--- src/rtl/pp_shift_add_mult.sv ---
// ============================================================================
// Module   : pp_shift_add_mult
// Purpose  : Sequential shift-and-add unsigned multiplier, one partial product
//            per cycle, valid/ready handshakes on both sides.
//            Optional macro PP_PARITY_EN adds the product_par output.
// Revision : 1.0 - initial release
// ============================================================================
`default_nettype none

module pp_shift_add_mult #(
  parameter int WIDTH = 8
) (
  input  logic               clk,
  input  logic               rst_n,
  input  logic               in_valid,
  output logic               in_ready,
  input  logic [WIDTH-1:0]   a,
  input  logic [WIDTH-1:0]   b,
  output logic               out_valid,
  input  logic               out_ready,
  output logic [2*WIDTH-1:0] product,
  output logic               busy
`ifdef PP_PARITY_EN
  ,
  output logic               product_par
`endif
);

  localparam int            CW   = $clog2(WIDTH) + 1;
  localparam logic [CW-1:0] LAST = CW'(WIDTH - 1);

  typedef enum logic [1:0] {
    S_IDLE = 2'd0,
    S_CALC = 2'd1,
    S_DONE = 2'd2
  } state_t;

  state_t               r_state;
  state_t               w_state_next;
  logic [2*WIDTH-1:0]   r_mcand;
  logic [WIDTH-1:0]     r_mplr;
  logic [2*WIDTH-1:0]   r_acc;
  logic [CW-1:0]        r_cnt;
  logic [2*WIDTH-1:0]   r_product;
  logic [2*WIDTH-1:0]   w_pp;
  logic [2*WIDTH-1:0]   w_sum;
  logic                 w_last;

  // The multiplicand is pre-shifted and the multiplier consumed LSB-first,
  // so bit i of b gates a<<i on cycle i without a variable shifter.
  assign w_pp   = r_mcand & {(2*WIDTH){r_mplr[0]}};
  assign w_sum  = r_acc + w_pp;
  assign w_last = (r_cnt == LAST);

  always_ff @(posedge clk) begin
    if (!rst_n) begin
      r_state <= S_IDLE;
    end else begin
      r_state <= w_state_next;
    end
  end

  always_comb begin
    w_state_next = r_state;
    case (r_state)
      S_IDLE:  if (in_valid)  w_state_next = S_CALC;
      S_CALC:  if (w_last)    w_state_next = S_DONE;
      S_DONE:  if (out_ready) w_state_next = S_IDLE;
      default:                w_state_next = S_IDLE;
    endcase
  end

  always_ff @(posedge clk) begin
    if (!rst_n) begin
      r_mcand   <= '0;
      r_mplr    <= '0;
      r_acc     <= '0;
      r_cnt     <= '0;
      r_product <= '0;
    end else begin
      case (r_state)
        S_IDLE: begin
          if (in_valid) begin
            r_mcand <= {{WIDTH{1'b0}}, a};
            r_mplr  <= b;
            r_acc   <= '0;
            r_cnt   <= '0;
          end
        end
        S_CALC: begin
          r_acc   <= w_sum;
          r_mcand <= r_mcand << 1;
          r_mplr  <= r_mplr >> 1;
          if (w_last) begin
            r_cnt     <= '0;
            r_product <= w_sum;
          end else begin
            r_cnt <= r_cnt + CW'(1);
          end
        end
        default: begin
        end
      endcase
    end
  end

`ifdef PP_PARITY_EN
  logic r_product_par;

  always_ff @(posedge clk) begin
    if (!rst_n) begin
      r_product_par <= 1'b0;
    end else if (r_state == S_CALC && w_last) begin
      r_product_par <= ^w_sum;
    end
  end

  assign product_par = r_product_par;
`endif

  assign in_ready  = (r_state == S_IDLE);
  assign busy      = (r_state == S_CALC);
  assign out_valid = (r_state == S_DONE);
  assign product   = r_product;

endmodule

`default_nettype wire
--- config.mk ---
export PLATFORM = sky130hd
export DESIGN_NAME = pp_shift_add_mult
export DESIGN_NICKNAME = d
export VERILOG_FILES = /design/src/rtl/pp_shift_add_mult.sv
export SDC_FILE = /design/constraint.sdc
export NUM_CORES = 1
export LEC_CHECK = 0
export ABC_AREA = 1
export ABC_CLOCK_PERIOD_IN_PS = 3300
export CAP_MARGIN = 15
export CORE_MARGIN = 8
export CORE_UTILIZATION = 60
export CTS_CLUSTER_DIAMETER = 60
export CTS_CLUSTER_SIZE = 20
export DETAILED_ROUTE_END_ITERATION = 12
export PLACE_DENSITY_LB_ADDON = 0.1
export SYNTH_ARGS = -nofsm -noshare
export SYNTH_HDL_FRONTEND = slang
export SYNTH_SLANG_ARGS = --single-unit
--- constraint.sdc ---
create_clock -name clk -period 3.3 [get_ports clk]
set_input_delay 0.33 -clock clk [delete_from_list [all_inputs] [get_ports clk]]
set_output_delay 0.33 -clock clk [all_outputs]
set_load 0.01 [all_outputs]
==> qor.yml, run 1 <==
yosys:
  synth_warnings: 0
  synthXorXnorAreaFrac_pct: 1.562
  synth_top_area_share_pct: 36.90
  ys_ff_latch: 62
  yosys-mux-area-fraction_pct: 0
  synth_largest_area_cell: "dfxtp_1"
  synth_nets: 552
  async_reset_ff_share_pct: 0
  synth_cell_types: 30
  synth-edff-count: 0
  synthAdderAreaFrac_pct: 6.548
  yosys.area_share.simple_pct: 30.54
  synth-compound-area-share_pct: 13.65
  syn_area_um2: 3363
  avgSynthCellArea_um2: 6.531
  synth.area.top_cells: "dfxtp_1 (37%), nand2_1 (21%), a21oi_1 (7.7%)"
  synth_top_family_by_area: "simple AND/OR/NAND/NOR gates"
  synthFlopType: "dfxtp_1"
  syn_inst: 515
  seq_area_frac_synth_pct: 36.90
cts:
  cts_tree: "built"
  root_buffer: "clkbuf_8"
  clock-sinks: 62
  path_clk_slew_ps: 70
  post_cts_resized: 0
  cts_max_level: 3
  postCtsSetupRepairBufs: 0
  cts_buffers: 9
  hold_buffers: 0
  clkLatencyLatePin_ps: 340
  clockBufferDepth: 2
die:
  num_rows: 27
  coreArea_um2: 5473
  die_w_um: 90.87
  dieArea_um2: 8257
  io_pins: 39
  initial_core_util_pct: 61.45
  die_y_um: 90.87
worst_setup_path:
  crit_start: "r_state[0]$_SDFFE_PN0P_"
  max_stage_delay_ps: 630
  path_buf_inv: 3
  endpoint: "busy"
  reg2reg_slack_ps: 1110
  cp_slowest_cell: "clkdlybuf4s50_1"
  critPathCaptureType: "output pin"
  worstSetupPathType: "flop to output pin"
  cp-start-kind: "flop"
  crit_fanout: 43
  cp_num_cells: 4
  crit_chain: "inv_2 -> nor2_4 -> buf_4 -> clkdlybuf4s50_1"
  arrival_ps: 1900
  critical_path.top_delay_family: "buffers and inverters"
  reg2reg_from: "r_mplr[0]$_SDFFE_PN0P_"
  reg2reg_depth: 10
  r2r-end: "r_acc[7]$_SDFFE_PN0P_"
  cp.required_ps: 2970
timing:
  clock_skew_ps: 5.834
  setup_tns_ps: 0
  finalCriticalPeriod_ps: 2231
  fmax_mhz: 448.3
  setup_viol: 0
  relSlewSlack_pct: 47.03
  slew_viol_final: 0
  rsz0062_at_grt: "no"
  worstMarginPinSlew_ps: 793.4
  worst_hold_slack_ps: 463.4
  hold_violations: 0
  period_share_pct: 67.59
drt:
  dr_total_vias: 3143
  ant_nets: 0
  drt_wl_total_mm: 7.812
  first_pass_iters: 4
  first_iter_violations: 166
  viasPerCell: 5.045
  drc: 0
  wl_per_cell_um: 12.54
cells_and_area:
  final_cell_mix: "nand2_1 (187), inv_1 (65), dfxtp_1 (62), a21oi_1 (52), clkdlybuf4s50_1 (38)"
  area_growth_pct: 17.93
  layout_commonest_cell: "nand2_1"
  fin_nets: 583
  layout.cells.non_filler: 623
  fillers: 488
  n_antenna_cell: 0
  drive_above_1_share_pct: 5.263
pwr:
  ir_worst_vdd_mv: 0.3175
  p_sw_share_pct: 25.28
  p_int_w: 0.001255
  pwr-share-comb_pct: 9.0
  power_frac_seq_pct: 47.3
  power-per-cell-area_nw_per_um2: 423.4
  p_switching_w: 0.0004245
  total_power_w: 0.001679
  leakage_nw: 1.939
  p_clk_share_pct: 43.6
place:
  dp_hpwl_mm: 5.527
  numPortBuffers: 38
  place_congestion: 0.8606
  place_inst: 607
global_routing:
  grt_pass1_wl_mm: 13.25
  antenna_found_initial: 0
  grt_pass1_vias: 2968
  track_usage_pct: 19.38
  overflow: 0
  grt_max_degree: 47
run:
  drv_cap: 0
min_path:
  hold_path.class: "flop to flop"
run_status:
  status: "completed"
[worst reg2reg max path, delay by kind of cell, from the launching register on]
family | cells | cell delay, ps
AOI/OAI and AO/OA | 2 | 210
adders and majority gates | 1 | 270
buffers and inverters | 2 | 140
DFF | 1 | 690
and+or+nand+nor | 5 | 750
[cells by family (layout without fill, tap and decap cells)]
family          count (synthesis)  in the layout
compound gates                 84             84
xor+xnor                        6              6
buf+inv                        91            127
fa+ha+maj                      17             17
simple gates                  255            255
flops                          62             62
[power by group through the flow]
stage          clock, W  combinational (W)  sequential (W)
6_report       0.000733           0.000151        0.000795
5_1_grt        0.000777           0.000168        0.000797
4_1_cts        0.000746           0.000151        0.000794
3_5_place_dp          0           0.000150        0.000811
3_3_place_gp          0           0.000147        0.000810
2_1_floorplan         0           0.000110        0.000799
[area by class of cell]
type                       count  area [um^2]  area share (%)
clock buffer                  10        127.6           3.218
clock inverter                 6        86.33           2.177
inverter                      71        266.5           6.719
multi-input combinational    362         1759           44.35
sequential                    62         1241           31.29
tap                           72        90.09           2.271
timing repair buffer          40        395.4           9.968
[cell usage after synthesis (6+ instances only)]
cell      instances
o21ai_1           6
a21oi_1          52
o21ai_0           8
dfxtp_1          62
clkbuf_1         10
nand2_1         187
nand3_1          24
nor2_1           31
inv_1            65
inv_2             6
ha_1             16
[stage by stage]
step	utilization (%)	cell area, um^2	worst slack (ps)
floorplan	-	3363	1200
global placement	68.56	3752	1182
detailed placement	68.56	3752	1140
CTS	72.47	3966	1039
global route	72.47	3966	825.4
finish	72.47	3966	1069
[how the worst min path moves through the flow]
stage                                        start  cells after the start                       end  slack (ps)
after floorplan           r_mcand[15]$_SDFFE_PN0P_                      2  r_mcand[15]$_SDFFE_PN0P_         440
after global placement    r_mcand[15]$_SDFFE_PN0P_                      2  r_mcand[15]$_SDFFE_PN0P_         450
after detailed placement    r_mplr[7]$_SDFFE_PN0P_                      2    r_mplr[7]$_SDFFE_PN0P_         460
final                      product[5]$_SDFFE_PN0P_                      2   product[5]$_SDFFE_PN0P_         460
after global routing       product[7]$_SDFFE_PN0P_                      2   product[7]$_SDFFE_PN0P_         490
after CTS                   r_mplr[7]$_SDFFE_PN0P_                      2    r_mplr[7]$_SDFFE_PN0P_         470
[layer usage]
layer  vias to the layer above  routed length [um]  track usage, %
li1                       1678                   -               -
met1                      1400                3724           23.83
met4                         0                  89           9.413
met2                        58                3706           32.16
met3                         7                 292           2.993
met5                         -                   0               0
[registers in the layout, summed over array words and instances, names as in the netlist]
register  flops
product      16
r_acc        16
r_cnt         4
r_mcand      16
r_mplr        8
r_state       2
Power figures use the tool's default switching activity.
==> run 2: changes to the inputs <==
- ABC_CLOCK_PERIOD_IN_PS: 3300 -> 2100
- CORE_UTILIZATION: 60 -> 56
- clock period: 3.3 -> 2.1 ns (I/O delays scaled with it)
==> qor.yml, run 2 (synthesized netlist as in run 1, its figures left out) <==
min_path:
  hold_path.class: "primary input to flop"  # was flop to flop
cts:
  postCtsSetupRepairBufs: 0  # unchanged
  hold_buffers: 0  # unchanged
  clkLatencyLatePin_ps: 340  # about the same
  clockBufferDepth: 2  # unchanged
  clock-sinks: 62  # unchanged
  cts_max_level: 3  # unchanged
  cts_tree: "built"  # unchanged
  cts_buffers: 9  # unchanged
  path_clk_slew_ps: 70  # about the same
  root_buffer: "clkbuf_8"  # unchanged
worst_setup_path:
  path_buf_inv: 1  # was 3
  critical_path.top_delay_family: "simple AND/OR/NAND/NOR gates"  # was buffers and inverters
  worstSetupPathType: "flop to flop"  # was flop to output pin
  cp-start-kind: "flop"  # unchanged
  critPathCaptureType: "flop"  # was output pin
  cp_slowest_cell: "dfxtp_4"  # was clkdlybuf4s50_1
  cp.required_ps: 2370  # was 2970 ps
  crit_fanout: 9  # was 43
  cp_common_cell: "nand2_1"
  max_stage_delay_ps: 370  # was 630 ps
  arrival_ps: 2270  # was 1900 ps
  crit_chain: "nand2_1 -> inv_1 -> ha_1 -> fa_2 -> nand2_1 -> nand2_1 -> and2_4 -> nand2_1 -> nand2_2 -> xor2_2 -> nand2_1 -> a21oi_2"  # was inv_2 -> nor2_4 -> buf_4 -> clkdlybuf4s50_1
die:
  die_w_um: 93.50  # was 90.87 um
  num_rows: 28  # was 27
  io_pins: 39  # unchanged
  dieArea_um2: 8741  # was 8257 um^2
  initial_core_util_pct: 57.49  # was 61.45%
  coreArea_um2: 5851  # was 5473 um^2
  die_y_um: 93.50  # was 90.87 um
cells_and_area:
  final_util_pct: 69.82  # was 72.47%
  drive_above_1_share_pct: 8.993  # was 5.263%
  layout_commonest_cell: "nand2_1"  # unchanged
  final_cell_mix: "nand2_1 (184), inv_1 (65), dfxtp_1 (61), a21oi_1 (50), clkdlybuf4s50_1 (38)"  # was nand2_1 (187), inv_1 (65), dfxtp_1 (62), a21oi_1 (52), clkdlybuf4s50_1 (38)
  area_growth_pct: 21.47  # was 17.93%
  fin_nets: 589  # was 583
  n_antenna_cell: 0  # unchanged
  fin_area_um2: 4085  # was 3966 um^2
pwr:
  power-per-cell-area_nw_per_um2: 599.8  # was 423.4 nW/um^2
  ir_worst_vdd_mv: 0.4432  # was 0.3175 mV
  leakage_nw: 1.929  # was 1.939 nW
timing:
  setup_viol: 0  # unchanged
  hold_violations: 0  # unchanged
  period_share_pct: 95.17
  finalCriticalPeriod_ps: 1999
  slew_viol_final: 0  # unchanged
  clock_skew_ps: 6.844  # was 5.834 ps
  fmax_mhz: 500.4
  worstMarginPinSlew_ps: 440.6  # was 793.4 ps
  relSlewSlack_pct: 70.58  # was 47.03%
run_status:
  status: "completed"  # unchanged
place:
  numPortBuffers: 38  # unchanged
  place_area_um2: 3801  # was 3752 um^2
  dp_hpwl_mm: 5.868  # was 5.527 mm
  place_congestion: 0.9347  # was 0.8606
drt:
  viasPerCell: 5.195  # was 5.045
  dr_total_vias: 3278  # was 3143
  wl_per_cell_um: 12.95  # was 12.54 um
  drc: 0  # unchanged
  drt_wl_total_mm: 8.169  # was 7.812 mm
  ant_nets: 0  # unchanged
  first_pass_iters: 5  # was 4
  first_iter_violations: 173  # was 166
global_routing:
  track_usage_pct: 19.39  # was 19.38%
  antenna_found_initial: 0  # unchanged
  grt_pass1_vias: 3140  # was 2968
  grt_pass1_wl_mm: 13.77  # was 13.25 mm
  overflow: 0  # unchanged
  grt_max_degree: 25  # was 47
run:
  drv_cap: 0  # unchanged
==> run 2: worst reg2reg max path: stages (launching register included) <==
cell and delay (ps):
dfxtp_4 370, nand2_1 60, inv_1 40, ha_1 210, fa_2 360, nand2_1 70
nand2_1 90, and2_4 160, nand2_1 70, nand2_2 70, xor2_2 230, nand2_1 100
a21oi_2 120
==> run 2: power breakdown <==
part / leakage (nW) / switching, W / internal (W)
Sequential: 0.504 / 0.0000301 / 0.00121
Combinational: 1.34 / 0.000155 / 0.000105
Clock: 0.0845 / 0.000463 / 0.000484
Total: 1.93 / 0.000648 / 0.00180
==> run 2: final cells by class <==
cell class,count,area (um^2)
multi-input cells,362,1864
fillers,500,1765
flip-flops and latches,62,1245
repair buffers,46,440.4
inverters,71,266.5
clock buffers,12,155.1
well taps,75,93.84
clock inverters,3,20.02
==> run 2: through the flow <==
stage | TNS [ps] | power, W | instances | hold WS (ps) | worst slack [ps]
global route | -18.62 | 0.002549 | 631 | 445.2 | -18.62
finish | 0 | 0.002450 | 631 | 433.8 | 101.5
detailed placement | -9.436 | 0.001522 | 616 | 453.1 | -9.436
CTS | 0 | 0.002465 | 631 | 425.0 | 15.88
global placement | 0 | 0.001517 | 616 | 449.0 | 35.88
floorplan | 0 | 0.001430 | 515 | 348.3 | 0.4645
==> run 2: per-layer routing <==
metal	share of wire [%]	track usage [%]	vias to the layer above
met3	3.8	3.926	11
li1	-	-	1684
met2	47	31.96	90
met4	1.7	9.128	0
met1	47	23.57	1493
met5	0	0	-
==> run 2: repair_timing <==
item                                    4_1_cts  5_1_grt
resized for setup                             1       16
endpoints found under the setup margin        2       17
pin swaps                                     0        1
==> run 2: final timing paths <==
check / startpoint / slack [ps] / end / cells past startpoint
worst min-delay path: b[7] / 430 / r_mplr[7]$_SDFFE_PN0P_ / 3
worst max-delay path: r_mplr[0]$_SDFFE_PN0P_ / 100 / product[8]$_SDFFE_PN0P_ / 12
worst max register to register: r_mplr[0]$_SDFFE_PN0P_ / 100 / product[8]$_SDFFE_PN0P_ / 12
worst min register to register: product[2]$_SDFFE_PN0P_ / 460 / product[2]$_SDFFE_PN0P_ / 2
